<file path="config.mk">
export PLATFORM = sky130hd
export DESIGN_NAME = vga_fb_reader_flat
export DESIGN_NICKNAME = d
export VERILOG_FILES = /design/src/rtl/vga_fb_reader_if.sv /design/src/rtl/vga_fb_reader.sv /design/src/flat_wrapper.sv
export SDC_FILE = /design/constraint.sdc
export NUM_CORES = 1
export LEC_CHECK = 0
export BUFFER_PORTS_ARGS = -buffer_cell sky130_fd_sc_hd__buf_2
export CORE_MARGIN = 1
export CORE_UTILIZATION = 35
export CTS_CLUSTER_SIZE = 16
export DETAILED_ROUTE_END_ITERATION = 12
export GPL_ROUTABILITY_DRIVEN = 0
export GPL_TIMING_DRIVEN = 0
export PLACE_DENSITY_LB_ADDON = 0.25
export SLEW_MARGIN = 10
export SYNTH_ARGS = -nofsm -noshare
export SYNTH_HDL_FRONTEND = slang
export SYNTH_SLANG_ARGS = --single-unit
</file>
<file path="constraint.sdc">
create_clock -name clk_25 -period 5.2 [get_ports clk_25]
set_input_delay 1.04 -clock clk_25 [delete_from_list [all_inputs] [get_ports clk_25]]
set_output_delay 1.04 -clock clk_25 [all_outputs]
set_load 0.02 [all_outputs]
</file>
<file path="src/rtl/vga_fb_reader_if.sv">
// Bundle of the scan-out control, framebuffer read port and VGA output
// signals of vga_fb_reader. The reader drives through the master modport;
// the surrounding system (memory, display sink, enable source) uses slave.
interface vga_fb_reader_if;
  logic        enable;
  logic [16:0] fb_addr;
  logic [2:0]  fb_data;
  logic [2:0]  vga_rgb;
  logic        vga_hsync;
  logic        vga_vsync;
  logic        frame_start;

  modport master (
    input  enable,
    input  fb_data,
    output fb_addr,
    output vga_rgb,
    output vga_hsync,
    output vga_vsync,
    output frame_start
  );

  modport slave (
    output enable,
    output fb_data,
    input  fb_addr,
    input  vga_rgb,
    input  vga_hsync,
    input  vga_vsync,
    input  frame_start
  );
endinterface

</file>
<file path="src/rtl/vga_fb_reader.sv">
// VGA scan-out engine: generates 640x480@60 timing from the 25 MHz pixel
// clock, reads a QVGA framebuffer with 2x2 pixel doubling and drives
// registered colour, sync and frame-start outputs.
//
// state  | meaning
// -------+-----------------------------------------------------------
// S_IDLE | counters parked at (0,0), outputs drain to blank / syncs high
// S_RUN  | scanning; enable is only looked at on the last pixel of a frame
//
// Pipeline: counters (t) -> fb_addr + delayed flags (t+1) -> fb_data from
// memory + flags (t+2) -> vga_rgb / syncs / frame_start (t+3).
// Porch and sync widths are parameters so reduced geometries can be built;
// the defaults give the standard 800x525 raster.
module vga_fb_reader #(
  parameter int H_VISIBLE = 640,
  parameter int V_VISIBLE = 480,
  parameter int FB_WIDTH  = 320,
  parameter int H_FRONT   = 16,
  parameter int H_SYNC    = 96,
  parameter int H_BACK    = 48,
  parameter int V_FRONT   = 10,
  parameter int V_SYNC    = 2,
  parameter int V_BACK    = 33
) (
  input  logic       clk_25,
  input  logic       reset,
  vga_fb_reader_if.master bus
);

  localparam int H_TOTAL = H_VISIBLE + H_FRONT + H_SYNC + H_BACK;
  localparam int V_TOTAL = V_VISIBLE + V_FRONT + V_SYNC + V_BACK;

  localparam logic [9:0]  H_LAST     = 10'(H_TOTAL - 1);
  localparam logic [9:0]  V_LAST     = 10'(V_TOTAL - 1);
  localparam logic [9:0]  H_VIS      = 10'(H_VISIBLE);
  localparam logic [9:0]  V_VIS      = 10'(V_VISIBLE);
  localparam logic [9:0]  H_SYNC_BEG = 10'(H_VISIBLE + H_FRONT);
  localparam logic [9:0]  H_SYNC_END = 10'(H_VISIBLE + H_FRONT + H_SYNC);
  localparam logic [9:0]  V_SYNC_BEG = 10'(V_VISIBLE + V_FRONT);
  localparam logic [9:0]  V_SYNC_END = 10'(V_VISIBLE + V_FRONT + V_SYNC);
  localparam logic [16:0] FB_STEP    = 17'(FB_WIDTH);

  typedef enum logic {S_IDLE, S_RUN} state_t;

  state_t      r_state;
  state_t      w_state_nxt;
  logic [9:0]  r_h_cnt;
  logic [9:0]  r_v_cnt;
  logic [9:0]  w_h_nxt;
  logic [9:0]  w_v_nxt;
  logic [16:0] r_line_base;
  logic [16:0] w_line_base_nxt;

  // stage-0 decode of the current counter position
  logic        w_run;
  logic        w_vis0;
  logic        w_hs0;
  logic        w_vs0;
  logic        w_fs0;
  logic [16:0] w_addr0;

  // stage 1: address presented to memory, flags delayed alongside it
  logic [16:0] r_fb_addr;
  logic        r_vis1;
  logic        r_hs1;
  logic        r_vs1;
  logic        r_fs1;

  // stage 2: memory data arrives, flags delayed once more
  logic        r_vis2;
  logic        r_hs2;
  logic        r_vs2;
  logic        r_fs2;

  // stage 3: output registers
  logic [2:0]  r_rgb;
  logic        r_hsync;
  logic        r_vsync;
  logic        r_frame_start;

  // State and counter register.
  always_ff @(posedge clk_25 or posedge reset) begin
    if (reset) begin
      r_state     <= S_IDLE;
      r_h_cnt     <= '0;
      r_v_cnt     <= '0;
      r_line_base <= '0;
    end else begin
      r_state     <= w_state_nxt;
      r_h_cnt     <= w_h_nxt;
      r_v_cnt     <= w_v_nxt;
      r_line_base <= w_line_base_nxt;
    end
  end

  // Next state, raster counters and framebuffer line base.
  always_comb begin
    w_state_nxt     = r_state;
    w_h_nxt         = r_h_cnt;
    w_v_nxt         = r_v_cnt;
    w_line_base_nxt = r_line_base;
    case (r_state)
      S_IDLE: begin
        w_h_nxt         = '0;
        w_v_nxt         = '0;
        w_line_base_nxt = '0;
        if (bus.enable) begin
          w_state_nxt = S_RUN;
        end
      end
      S_RUN: begin
        if (r_h_cnt == H_LAST) begin
          w_h_nxt = '0;
          if (r_v_cnt == V_LAST) begin
            // frame boundary: the only point where enable is honoured
            w_v_nxt         = '0;
            w_line_base_nxt = '0;
            if (!bus.enable) begin
              w_state_nxt = S_IDLE;
            end
          end else begin
            w_v_nxt = r_v_cnt + 10'd1;
            // each framebuffer row covers two display lines
            if ((r_v_cnt < V_VIS) && r_v_cnt[0]) begin
              w_line_base_nxt = r_line_base + FB_STEP;
            end
          end
        end else begin
          w_h_nxt = r_h_cnt + 10'd1;
        end
      end
      default: begin
        w_state_nxt = S_IDLE;
      end
    endcase
  end

  // Decode visibility, sync windows, frame origin and read address.
  always_comb begin
    w_run   = (r_state == S_RUN);
    w_vis0  = w_run && (r_h_cnt < H_VIS) && (r_v_cnt < V_VIS);
    w_hs0   = !(w_run && (r_h_cnt >= H_SYNC_BEG) && (r_h_cnt < H_SYNC_END));
    w_vs0   = !(w_run && (r_v_cnt >= V_SYNC_BEG) && (r_v_cnt < V_SYNC_END));
    w_fs0   = w_run && (r_h_cnt == 10'd0) && (r_v_cnt == 10'd0);
    w_addr0 = '0;
    if (w_vis0) begin
      w_addr0 = r_line_base + {8'd0, r_h_cnt[9:1]};
    end
  end

  // Stage 1: register the read address and the flags that travel with it.
  always_ff @(posedge clk_25 or posedge reset) begin
    if (reset) begin
      r_fb_addr <= '0;
      r_vis1    <= 1'b0;
      r_hs1     <= 1'b1;
      r_vs1     <= 1'b1;
      r_fs1     <= 1'b0;
    end else begin
      r_fb_addr <= w_addr0;
      r_vis1    <= w_vis0;
      r_hs1     <= w_hs0;
      r_vs1     <= w_vs0;
      r_fs1     <= w_fs0;
    end
  end

  // Stage 2: hold the flags while the memory returns data.
  always_ff @(posedge clk_25 or posedge reset) begin
    if (reset) begin
      r_vis2 <= 1'b0;
      r_hs2  <= 1'b1;
      r_vs2  <= 1'b1;
      r_fs2  <= 1'b0;
    end else begin
      r_vis2 <= r_vis1;
      r_hs2  <= r_hs1;
      r_vs2  <= r_vs1;
      r_fs2  <= r_fs1;
    end
  end

  // Stage 3: output registers; colour is forced black while blanking.
  always_ff @(posedge clk_25 or posedge reset) begin
    if (reset) begin
      r_rgb         <= '0;
      r_hsync       <= 1'b1;
      r_vsync       <= 1'b1;
      r_frame_start <= 1'b0;
    end else begin
      r_rgb         <= r_vis2 ? bus.fb_data : 3'b000;
      r_hsync       <= r_hs2;
      r_vsync       <= r_vs2;
      r_frame_start <= r_fs2;
    end
  end

  assign bus.fb_addr     = r_fb_addr;
  assign bus.vga_rgb     = r_rgb;
  assign bus.vga_hsync   = r_hsync;
  assign bus.vga_vsync   = r_vsync;
  assign bus.frame_start = r_frame_start;

endmodule

</file>
<file path="src/flat_wrapper.sv">
// flat-port wrapper written by rule: the top's interface ports become plain ports
module vga_fb_reader_flat 
#(
  parameter int H_VISIBLE = 640,
  parameter int V_VISIBLE = 480,
  parameter int FB_WIDTH  = 320,
  parameter int H_FRONT   = 16,
  parameter int H_SYNC    = 96,
  parameter int H_BACK    = 48,
  parameter int V_FRONT   = 10,
  parameter int V_SYNC    = 2,
  parameter int V_BACK    = 33
)
  (clk_25, reset, bus_enable, bus_fb_data, bus_fb_addr, bus_vga_rgb, bus_vga_hsync, bus_vga_vsync, bus_frame_start);
  vga_fb_reader_if bus_i ();
  input  logic clk_25;
  input  logic reset;
  input wire logic [$bits(bus_i.enable)-1:0] bus_enable;
  input wire logic [$bits(bus_i.fb_data)-1:0] bus_fb_data;
  output wire logic [$bits(bus_i.fb_addr)-1:0] bus_fb_addr;
  output wire logic [$bits(bus_i.vga_rgb)-1:0] bus_vga_rgb;
  output wire logic [$bits(bus_i.vga_hsync)-1:0] bus_vga_hsync;
  output wire logic [$bits(bus_i.vga_vsync)-1:0] bus_vga_vsync;
  output wire logic [$bits(bus_i.frame_start)-1:0] bus_frame_start;
  assign bus_i.enable = bus_enable;
  assign bus_i.fb_data = bus_fb_data;
  assign bus_fb_addr = bus_i.fb_addr;
  assign bus_vga_rgb = bus_i.vga_rgb;
  assign bus_vga_hsync = bus_i.vga_hsync;
  assign bus_vga_vsync = bus_i.vga_vsync;
  assign bus_frame_start = bus_i.frame_start;
  vga_fb_reader #(.H_VISIBLE(H_VISIBLE), .V_VISIBLE(V_VISIBLE), .FB_WIDTH(FB_WIDTH), .H_FRONT(H_FRONT), .H_SYNC(H_SYNC), .H_BACK(H_BACK), .V_FRONT(V_FRONT), .V_SYNC(V_SYNC), .V_BACK(V_BACK)) u_core (.clk_25(clk_25), .reset(reset), .bus(bus_i));
endmodule
</file>
======== Yosys cells after proc, flatten, opt, wreduce, memory -nomap -nowiden ========
Cells that the tools add are included.
cells by class
  add/sub/neg operators ................... 4
  magnitude comparators ................... 6
  equal/unequal tests ..................... 4
  mux-type cells .......................... 15
  bitwise operators ....................... 1
  reductions and logical operators ........ 14
operators by type and width
  cell                                                                     number
  17-bit 2-to-1 mux                                                        4
  10-bit one-hot mux with 2 select lines                                   2
  17-bit one-hot mux with 2 select lines                                   1
  10-bit 2-to-1 mux                                                        3
  10-bit by 1-bit adder with 10-bit output (second input constant)         2
  10-bit equality test (second input constant)                             2
  10-bit zero test                                                         2
  10-bit < comparator (second input constant)                              2
  10-bit by 9-bit < comparator with 1-bit output (second input constant)   2
  17-bit by 9-bit adder with 17-bit output                                 1
  17-bit by 9-bit adder with 17-bit output (second input constant)         1
  10-bit >= comparator (second input constant)                             1
  10-bit by 9-bit >= comparator with 1-bit output (second input constant)  1
  1-bit logical AND                                                        9
  1-bit 2-to-1 mux                                                         3
  3-bit 2-to-1 mux                                                         1
  3-bit != test (second input constant)                                    1
  1-bit zero test                                                          2
  2-bit != test (second input constant)                                    1
  1-bit one-hot mux with 2 select lines                                    1
  2-bit AND reduction                                                      1
  1-bit NOT                                                                1
storage, ports and cells
  register bits after elaboration ......... 69
  bits of input ports ..................... 6
  word-level logic and storage cells ...... 61

======== Longest topological paths before layout ========
  depth in word-level cells ............... 6
  mapped depth ............................ 8

======== Least setup slack after synthesis ========
Ideal clock, no wire load.
  path kind ............................... register -> register
  start point ............................. register u_core.r_h_cnt[8]
  end point ............................... register u_core.r_fb_addr[13], in the netlist u_core.bus.fb_addr[13]
  data arrival time ....................... 1628 ps
  required time ........................... 5064 ps
  path slack .............................. 3435 ps
  stages on the path, launching flop included .. 7
  buffers on the path ..................... 1
  period minus slack after synthesis ...... 1765 ps
  path through ............................ dfrtp_1 ha_1 a21o_1 a21oi_1 clkbuf_1 or3_1 a21oi_1
between the ends
  word-level cells in the longest chain between the ends .. 4
RTL lines
  what                                                                                              line                  source
  from (decl)                                                                                       vga_fb_reader.sv:47   logic [9:0] r_h_cnt;
  from (signal assigned)                                                                            vga_fb_reader.sv:90   r_h_cnt <= w_h_nxt;
  parallel branches: the longest is 3 deep, another holds 17-bit by 9-bit adder with 17-bit output  --
  17-bit 2-to-1 mux (*)                                                                             vga_fb_reader.sv:146  if (w_vis0) begin
  via u_core.w_addr0[13]                                                                            vga_fb_reader.sv:60   logic [16:0] w_addr0;
  to (signal assigned)                                                                              vga_fb_reader.sv:160  r_fb_addr <= w_addr0;
  to (decl)                                                                                         vga_fb_reader.sv:63   logic [16:0] r_fb_addr;
Mark *: on every way through the listed nets, which the timed path passes.
A chain may end at the register's enable or synchronous reset.

======== Final worst setup path ========
  start point ............................. register u_core.r_v_cnt[5]
  end point ............................... register u_core.r_v_cnt[7]
between the ends
  word-level cells in the longest chain between the ends .. 4
RTL lines
  what                                                                              line                                        source
  from (decl)                                                                       vga_fb_reader.sv:48                         logic [9:0] r_v_cnt;
  from (signal assigned)                                                            vga_fb_reader.sv:91                         r_v_cnt <= w_v_nxt;
  10-bit by 1-bit adder with 10-bit output or 10-bit equality test (tied branches)  vga_fb_reader.sv:122, vga_fb_reader.sv:114
  10-bit 2-to-1 mux (*)                                                             vga_fb_reader.sv:114                        if (r_v_cnt == V_LAST) begin
  10-bit 2-to-1 mux (*)                                                             vga_fb_reader.sv:112                        if (r_h_cnt == H_LAST) begin
  10-bit one-hot mux with 2 select lines (*)                                        vga_fb_reader.sv:102                        case (r_state)
Mark *: on every way between the ends. The rest lies on a longest branch, timed or not. The select of a mux whose other input is x is not followed.

==> results.ini <==
[worst_setup_path]
cp-start-kind = flop
crit_fanout = 10
cp-end-kind = flop
critPathKind = flop to flop
cp_data_arrival_time_ns = 2.39
worstPathRequired_ns = 5.43

[logic_synthesis]
seq_area_frac_synth_pct = 52.9
synth-main-ff-cell = dfrtp_1
synth_cells = 287
synthesis.nets = 301
asyncSetResetFlopFracSynth_pct = 100
synth-seq-cells = 63
ys_types = 42
syn-cell-area_mm2 = 0.00299
synth_area_per_cell_um2 = 10.4
synth-edff-count = 0
ys_warn_count = 0

[floorplan]
die_x_um = 94.5
io_pins = 29
fp-row-count = 33
core_mm2 = 0.00826
start_util_pct = 36.2
die_h_um = 94.5
die_area_mm2 = 0.00892

[layout]
final_nets = 340
nFillCells = 832
syn_to_final_growth_pct = 16.1
final_util_pct = 42.1
regArea_mm2 = 0.00158
multi_input_area_mm2 = 0.00129
drive_gt1_share_pct = 19.6
final_cell_mix = 57 x dfrtp_1, 31 x buf_2, 26 x a21oi_1, 17 x nor2_1, 15 x nand3_1
diodes = 0
mostFrequentLayoutCell = dfrtp_1

[global_route]
grt_overflow = 0
use_met1_pct = 20.7
antenna_found_initial = 0
grt_busiest_layer = met2
grt_use_met2_pct = 25.2
grt_usage_pct = 16.1
met3_usage_pct = 3.38
grt_first_pass_wirelength_um = 10900
grt_start_max_net_pins = 64
grt_pass1_vias = 2265

[sta]
finalClockSkew_ns = 0.00521
fin_ws_ns = 3.04
fin_setup_tns_ns = 0
max_freq_mhz = 462
whs_ns = 0.349
fin_crit_ns = 2.16
tightest_slew_ns = 0.756
rsz0062_at_grt = no
layout_worst_path_cycle_share_pct = 41.6
max-slew-margin-rel_pct = 49.6
final_hold_viol_count = 0
slew_viol_final = 0
setup_violations = 0

[pwr]
p_sw_mw = 0.219
p_int_mw = 0.730
vdd_drop_max_mv = 0.131
combPwrFrac_pct = 1.5
clock_power_share_pct = 46.7
p_leak_nw = 1.47
netSwitchingFraction_pct = 23.1
p_per_area_mw_per_mm2 = 273
pwr-share-seq_pct = 51.8

[drt]
wl_per_cell_um = 14.5
via_per_inst = 5.29
drcViolationCount = 0
dr.pass1.iters = 4
vias = 2306
wl_um = 6330
ant_nets = 0
drt_iter0_markers = 98

[clocking]
cts_hold_buf = 0
root_buffer = clkbuf_8
cts_resized = 0
ctsHtreeMaxLevel = 3
clock-sinks = 63
cts_buffers = 9
post-cts-setup-buffers = 0
path_clk_slew_ns = 0.07
clock_path_buffers = 2
cts_tree = built
clkLatencyLatePin_ns = 0.35

[place]
dpl.hpwl_um = 4220
place_ws_ns = 3.05
io_buffers = 28

[worst_hold_path]
min_path_type = flop to flop

[outcome]
outcome = finished, final reports clean

[flow_run]
drv_cap = 0

==> through the flow <==
step                      total power [mW]  instances  instance area (um2)
after floorplan                      0.510        287                 2990
after global placement               0.516        420                 3260
after detailed placement             0.516        420                 3270
after CTS                            0.960        436                 3470
after global routing                 0.980        436                 3470
final                                0.949        436                 3470
==> cells by family (layout without fill, tap and decap cells) <==
family	Yosys count	count (layout)	share of synthesized area (%)
AO/OA/AOI/OAI	65	65	13.9
buffers and inverters	25	69	4.06
flip-flops	63	63	52.9
AND/OR/NAND/NOR	115	115	22.5
adder cells (fa/ha/maj)	8	8	3.35
XOR/XNOR	11	11	3.22
==> power by group through the flow <==
stage          registers, mW  logic (mW)  clock network, mW
2_1_floorplan          0.502     0.00800                  0
3_3_place_gp           0.501      0.0153                  0
3_5_place_dp           0.501      0.0158                  0
4_1_cts                0.491      0.0158              0.453
5_1_grt                0.491      0.0174              0.472
6_report               0.491      0.0147              0.443
==> synthesized netlist by cell type, types with 6 or more instances <==
cell type,n,area (um2)
inv_1,11,41.3
or3_1,12,75.1
dfrtp_1,57,1430
and2_1,10,62.6
clkbuf_1,6,22.5
xnor2_1,7,61.3
nand4_1,11,68.8
nand3_1,15,75.1
or4_1,11,82.6
o31ai_1,11,82.6
o21ai_0,12,60.1
ha_1,8,100
a21oi_1,26,130
nor2_1,17,63.8
dfstp_2,6,158
nand2_1,11,41.3
==> final timing paths <==
path | from | to | cells past startpoint | slack, ns
setup / recovery | u_core.r_v_cnt[5] | u_core.r_v_cnt[7] | 5 | 3.04
hold / removal | u_core.r_vis1 | u_core.r_vis2 | 0 | 0.35
setup reg to reg | u_core.r_v_cnt[5] | u_core.r_v_cnt[7] | 5 | 3.04
hold reg to reg | u_core.r_vis1 | u_core.r_vis2 | 0 | 0.35
max in group asynchronous | reset | u_core.r_line_base[9] | 2 | 3.88
min in group asynchronous | reset | u_core.bus.fb_addr[7] | 2 | 0.83
==> final cells by class <==
cell class | count | share of cell area, %
flip-flops and latches | 63 | 45.6
multi-input cells | 199 | 37.0
repair buffers | 28 | 4.03
clock buffers | 10 | 3.96
well taps | 105 | 3.78
plain buffers | 14 | 2.31
clock inverters | 6 | 2.02
inverters | 11 | 1.26
==> registers in the layout (all words and copies together) (netlist names), 3 cells and up <==
name / cells
u_core.r_v_cnt: 10
u_core.r_h_cnt: 10
u_core.bus.vga_rgb: 3
u_core.bus.fb_addr: 17
u_core.r_line_base: 11
==> per-layer routing <==
| layer | part of all wire (%) | vias up | wire (um) |
|---|---|---|---|
| li1 | - | 1133 | - |
| met5 | 0 | - | 0 |
| met4 | 2.0 | 0 | 129 |
| met3 | 2.7 | 10 | 172 |
| met2 | 46 | 30 | 2940 |
| met1 | 49 | 1133 | 3090 |
==> critical path: stages (launching register included) <==
cell	delay [ns]
dfrtp_1	0.46
nor4_1	0.41
nand3_1	0.37
o21ai_2	0.49
buf_4	0.26
a21oi_1	0.06
Note: power is estimated with default switching activity, not from simulation.
